File: src/rtl/alu_ctrl_pkg.sv
// Shared ALU control definitions: encoder FSM states and lane codes
// common to the 2x4 select decoder and the 4x2 round-robin encoder.
package alu_ctrl_pkg;

  typedef enum logic {
    ST_IDLE = 1'b0,
    ST_HOLD = 1'b1
  } state_t;

  localparam logic [1:0] LANE0 = 2'd0;
  localparam logic [1:0] LANE1 = 2'd1;
  localparam logic [1:0] LANE2 = 2'd2;
  localparam logic [1:0] LANE3 = 2'd3;

endpackage

File: src/rtl/rr_pick4.sv
// Combinational 4-way round-robin picker: first set bit of req at or after
// lane start, wrapping modulo 4.
module rr_pick4 (
  input  logic [3:0] req,
  input  logic [1:0] start,
  output logic       any,
  output logic [1:0] idx,
  output logic [3:0] onehot
);

  logic [1:0] cand;

  // Scan the farthest candidate first so the nearest set lane overwrites it.
  always_comb begin
    any  = 1'b0;
    idx  = start;
    cand = start;
    for (int k = 3; k >= 0; k--) begin
      cand = start + 2'(k);
      if (req[cand]) begin
        any = 1'b1;
        idx = cand;
      end
    end
  end

  always_comb begin
    onehot = 4'b0000;
    if (any) onehot[idx] = 1'b1;
  end

endmodule

File: src/rtl/encoder_4x2_rr.sv
// Sequential 4-to-2 encoder: sticky pending set from four lane strobes,
// round-robin encoded one lane at a time onto a valid/ready code output.
module encoder_4x2_rr
  import alu_ctrl_pkg::*;
#(
  parameter int CNT_W = 8
) (
  input  logic             CLK,
  input  logic             RST,
  input  logic             req0,
  input  logic             req1,
  input  logic             req2,
  input  logic             req3,
  output logic [1:0]       code,
  output logic             code_valid,
  input  logic             code_ready,
  output logic [3:0]       pending,
  output logic             overrun,
  output logic [CNT_W-1:0] grant_cnt,
  output state_t           dbg_state
);

  // Handshake: code/code_valid are held stable while code_valid=1 and
  // code_ready=0; a transfer completes on each edge with both high.

  state_t           st, st_n;
  logic [1:0]       code_n;
  logic [1:0]       last, last_n;
  logic [CNT_W-1:0] cnt_n;
  logic [3:0]       req_v;
  logic [3:0]       clr;
  logic [3:0]       pending_n;
  logic             ovr_hit;

  logic             a_any, b_any;
  logic [1:0]       a_idx, b_idx;
  logic [3:0]       a_oh, b_oh;

  assign req_v = {req3, req2, req1, req0};

  // Idle load resumes after the last accepted lane.
  rr_pick4 u_pick_idle (
    .req    (pending),
    .start  (last + 2'd1),
    .any    (a_any),
    .idx    (a_idx),
    .onehot (a_oh)
  );

  // Back-to-back reload continues after the lane being accepted now.
  rr_pick4 u_pick_reload (
    .req    (pending),
    .start  (code + 2'd1),
    .any    (b_any),
    .idx    (b_idx),
    .onehot (b_oh)
  );

  always_comb begin
    st_n   = st;
    code_n = code;
    last_n = last;
    cnt_n  = grant_cnt;
    clr    = 4'b0000;
    case (st)
      ST_IDLE: begin
        if (a_any) begin
          code_n = a_idx;
          clr    = a_oh;
          st_n   = ST_HOLD;
        end
      end
      ST_HOLD: begin
        if (code_ready) begin
          cnt_n  = grant_cnt + CNT_W'(1);
          last_n = code;
          if (b_any) begin
            code_n = b_idx;
            clr    = b_oh;
          end else begin
            st_n = ST_IDLE;
          end
        end
      end
      default: st_n = ST_IDLE;
    endcase
  end

  // A new request on the bit being cleared is kept: set wins, no overrun.
  assign pending_n = (pending & ~clr) | req_v;
  assign ovr_hit   = |(req_v & pending & ~clr);

  always_ff @(posedge CLK or negedge RST) begin
    if (!RST) begin
      st        <= ST_IDLE;
      code      <= LANE0;
      last      <= LANE3;
      pending   <= 4'b0000;
      overrun   <= 1'b0;
      grant_cnt <= '0;
    end else begin
      st        <= st_n;
      code      <= code_n;
      last      <= last_n;
      pending   <= pending_n;
      grant_cnt <= cnt_n;
      if (ovr_hit) overrun <= 1'b1;
    end
  end

  assign code_valid = (st == ST_HOLD);
  assign dbg_state  = st;

endmodule

File: config.mk
export PLATFORM = sky130hd
export DESIGN_NAME = encoder_4x2_rr
export DESIGN_NICKNAME = d
export VERILOG_FILES = /design/src/rtl/alu_ctrl_pkg.sv /design/src/rtl/rr_pick4.sv /design/src/rtl/encoder_4x2_rr.sv
export SDC_FILE = /design/constraint.sdc
export NUM_CORES = 1
export LEC_CHECK = 0
export BUFFER_PORTS_ARGS = -buffer_cell sky130_fd_sc_hd__buf_2
export CAP_MARGIN = 20
export CORE_MARGIN = 2
export CORE_UTILIZATION = 32
export CTS_CLUSTER_DIAMETER = 50
export CTS_CLUSTER_SIZE = 14
export DETAILED_ROUTE_END_ITERATION = 12
export HOLD_SLACK_MARGIN = 0.02
export MAX_ROUTING_LAYER = met4
export PLACE_DENSITY = 0.54
export RECOVER_POWER = 50
export SYNTH_ARGS = -nofsm -noshare
export SYNTH_HDL_FRONTEND = slang
export SYNTH_SLANG_ARGS = --single-unit
File: constraint.sdc
create_clock -name CLK -period 2.97 [get_ports CLK]
set_input_delay 0.594 -clock CLK [delete_from_list [all_inputs] [get_ports CLK]]
set_output_delay 0.594 -clock CLK [all_outputs]
set_load 0.1 [all_outputs]
==> results.md <==
- Sequential Area: 453 sq um
- Post-DP HPWL: ~1800 um
- Largest net degree at the start of global routing: 19
- Layout Nets: about 140
- TritonCTS Buffers: 3
- Post-CTS Resized: 0
- Worst-path maximum fanout: 16
- Mapped Nets: ~120
- Critical R2R Capture: overrun
- Top post-synthesis cells by area: dfrtp_1 (36%), dfstp_2 (4.8%), nand4_1 (4.0%), xnor2_1 (4.0%), nand2_1 (3.1%)
- Setup TNS: 0 ns
- Die width: approximately 63 um
- CTS Hold Bufs: 0
- Die height: ~63 um
- Total Wirelength: between 2000 and 2500 um
- Worst-skew pair later-pin latency: between 0.2 and 0.3 ns
- Setup Viol. Count Final: 0
- Fin crit share: 68.6%
- Initial antenna violation count: 0
- Routed Antenna Nets: 0
- First-pass GRT wire length: around 4000 um
- DR WL/cell: roughly 13 um
- Final slew viol count: 0
- Multi-input gate area: about 580 sq um
- EDFF count, synth: 0
- Die area: about 0.0039 sq mm
- CTS tree: done
- DR vias/cell: 5.07
- Distinct cells, synth: 47
- Fmax: between 400 and 500 MHz
- Slew HR: about 39%
- Crit-path slowest cell: dfrtp_1
- Worst path required time: about 2.4 ns
- Max Root-Sink Buffers: 2
- Final hold slack: 0.414 ns
- Element type at the critical path end: primary output
- Critical Path Max Stage Delay: 0.64 ns
- MaxCap Viol Count: 0
- I/O pin count: 24
- Asr flop ratio synth: 100%
- Reg2Reg Depth: 6
- Hold Crit Class: in2async
- Post-synth top area cell: dfrtp_1
- Inserted Diodes: 0
- CP Launch Type: flip-flop
- Tmin final: between 2 and 2.5 ns
- Fin. Hold Viols: 0
- Dominant delay contributor by cell family on the critical path: flip-flops
- Mapped Area: roughly 0.0011 sq mm
- Placer congestion estimate: approximately 0.77
- Critical path class: reg2out
- Length of the first detailed-routing pass in iterations: 4
- Root Driver: clkbuf_4
- Syn Area/Cell: between 9 and 10 sq um
- Site row count: 21
- Gr usage total: roughly an eighth
- Initial drt markers: 48
- Worst flop-to-flop path startpoint: pending[0]
- Worst Setup SP: pending[1]
- Post-route DRC: 0
- Overflow after GRT: 0
- Setup Skew: approximately 0.0017 ns
- Fillers: around 360
- Crit path buffers/inverters: 1
- Post-CTS Setup Inserts: 0
- Area grow syn2layout: 13.6%
- Clk slew on worst S/H paths: roughly 0.10 ns
- Yosys reg bits: 18
- Port bufs: 23
- Core area: about 0.0033 sq mm
- Layout cells sized above 1: between 20% and 30%
- Slew @ Worst Pin: 0.922 ns
- Vias in the first global route: around 860
- H-Tree Depth: 1
- Primary FF master, synth: dfrtp_1
- Synthesis Warnings: 0
- Starting Density: 33.1%
- Post-Syn Instances: around 110
- Crit-path cells: buf_2
- Status: complete, no violations
- Register-to-Register Setup Slack: ~1.0 ns
- Synth top area share: a little over a third
- Register area share after synthesis: roughly two fifths
- Clock sink count: 18
- Critical Path AT: roughly 1.4 ns
- RSZ-0062 raised after global routing: false
- Routed vias: a little over 900
==> metrics by stage <==
stage / setup WS [ns] / utilization [%] / instance area (sq um) / instances
2_1_floorplan: 0.650 / - / 1110 / 111
3_3_place_gp: 1.09 / 36.8 / 1230 / 175
3_5_place_dp: 1.00 / 36.8 / 1230 / 175
4_1_cts: 0.911 / 37.9 / 1260 / 179
5_1_grt: 0.835 / 37.6 / 1260 / 179
6_report: 0.934 / 37.6 / 1260 / 179
==> area by class of cell <==
class | count | share of cell area, %
Multi-Input combinational cell | 83 | 45.9
Sequential cell | 18 | 36.1
Timing Repair Buffer | 23 | 9.06
Tap cell | 46 | 4.58
Clock buffer | 4 | 2.89
Inverter | 5 | 1.49
==> kinds of logic after synthesis <==
logic type / after synthesis / synth area share [%]
compound gates: 27 / 19.9
xor+xnor: 8 / 6.34
fa+ha+maj: 1 / 1.13
buf+inv: 10 / 6.33
flops: 18 / 40.9
mux: 2 / 2.04
simple gates: 45 / 23.3
==> cell usage in the layout, fill, tap and decap left out, drive strengths merged, types with 3 or more instances in the layout <==
cell / count
nor2: 7
xnor2: 5
nand4: 7
o21ai: 5
inv: 4
buf: 22
nand2b: 3
nand3: 3
nor2b: 3
dfrtp: 16
xor2: 3
a21oi: 6
o22a: 3
nand2: 9
a31o: 3
clkbuf: 5
==> flip-flops by register name, summed over array words and instances (netlist names) <==
| name | count |
|---|---|
| code | 2 |
| last | 2 |
| code_valid | 1 |
| grant_cnt | 8 |
| overrun | 1 |
| pending | 4 |
==> cells in the mapped netlist, types with 2 or more instances <==
library cell / count
nand2_1: 9
a31o_1: 3
nor2_1: 7
xnor2_1: 5
o21ai_1: 3
o22a_1: 3
nor2b_1: 3
dfstp_2: 2
nand2b_1: 3
and3_1: 2
dfrtp_1: 16
xor2_1: 3
buf_6: 2
nand3_1: 3
inv_2: 2
a21oi_1: 5
inv_1: 2
mux2_1: 2
buf_4: 2
nand4_1: 7
==> how the worst max path moves through the flow <==
stage,endpoint,slack [ns],cells after the start
3_3_place_gp,overrun,1.09,6
5_1_grt,pending[1],0.84,1
6_report,pending[1],0.93,1
2_1_floorplan,overrun,0.65,7
3_5_place_dp,overrun,1.00,6
4_1_cts,pending[1],0.91,1
==> metal layers <==
layer  part of all wire, %  GRT usage [%]  vias to the layer above  wire length, um
met5                     0              -                        -                0
li1                      -              -                      452                -
met3                   2.8           2.52                        2               66
met4                  0.59           3.33                        0               14
met1                    48           16.8                      436             1130
met2                    49           21.0                       17             1140
Power is left out: the tool's default activity adds up to more than one toggle a clock period on the data nets, which glitch-free logic cannot reach.
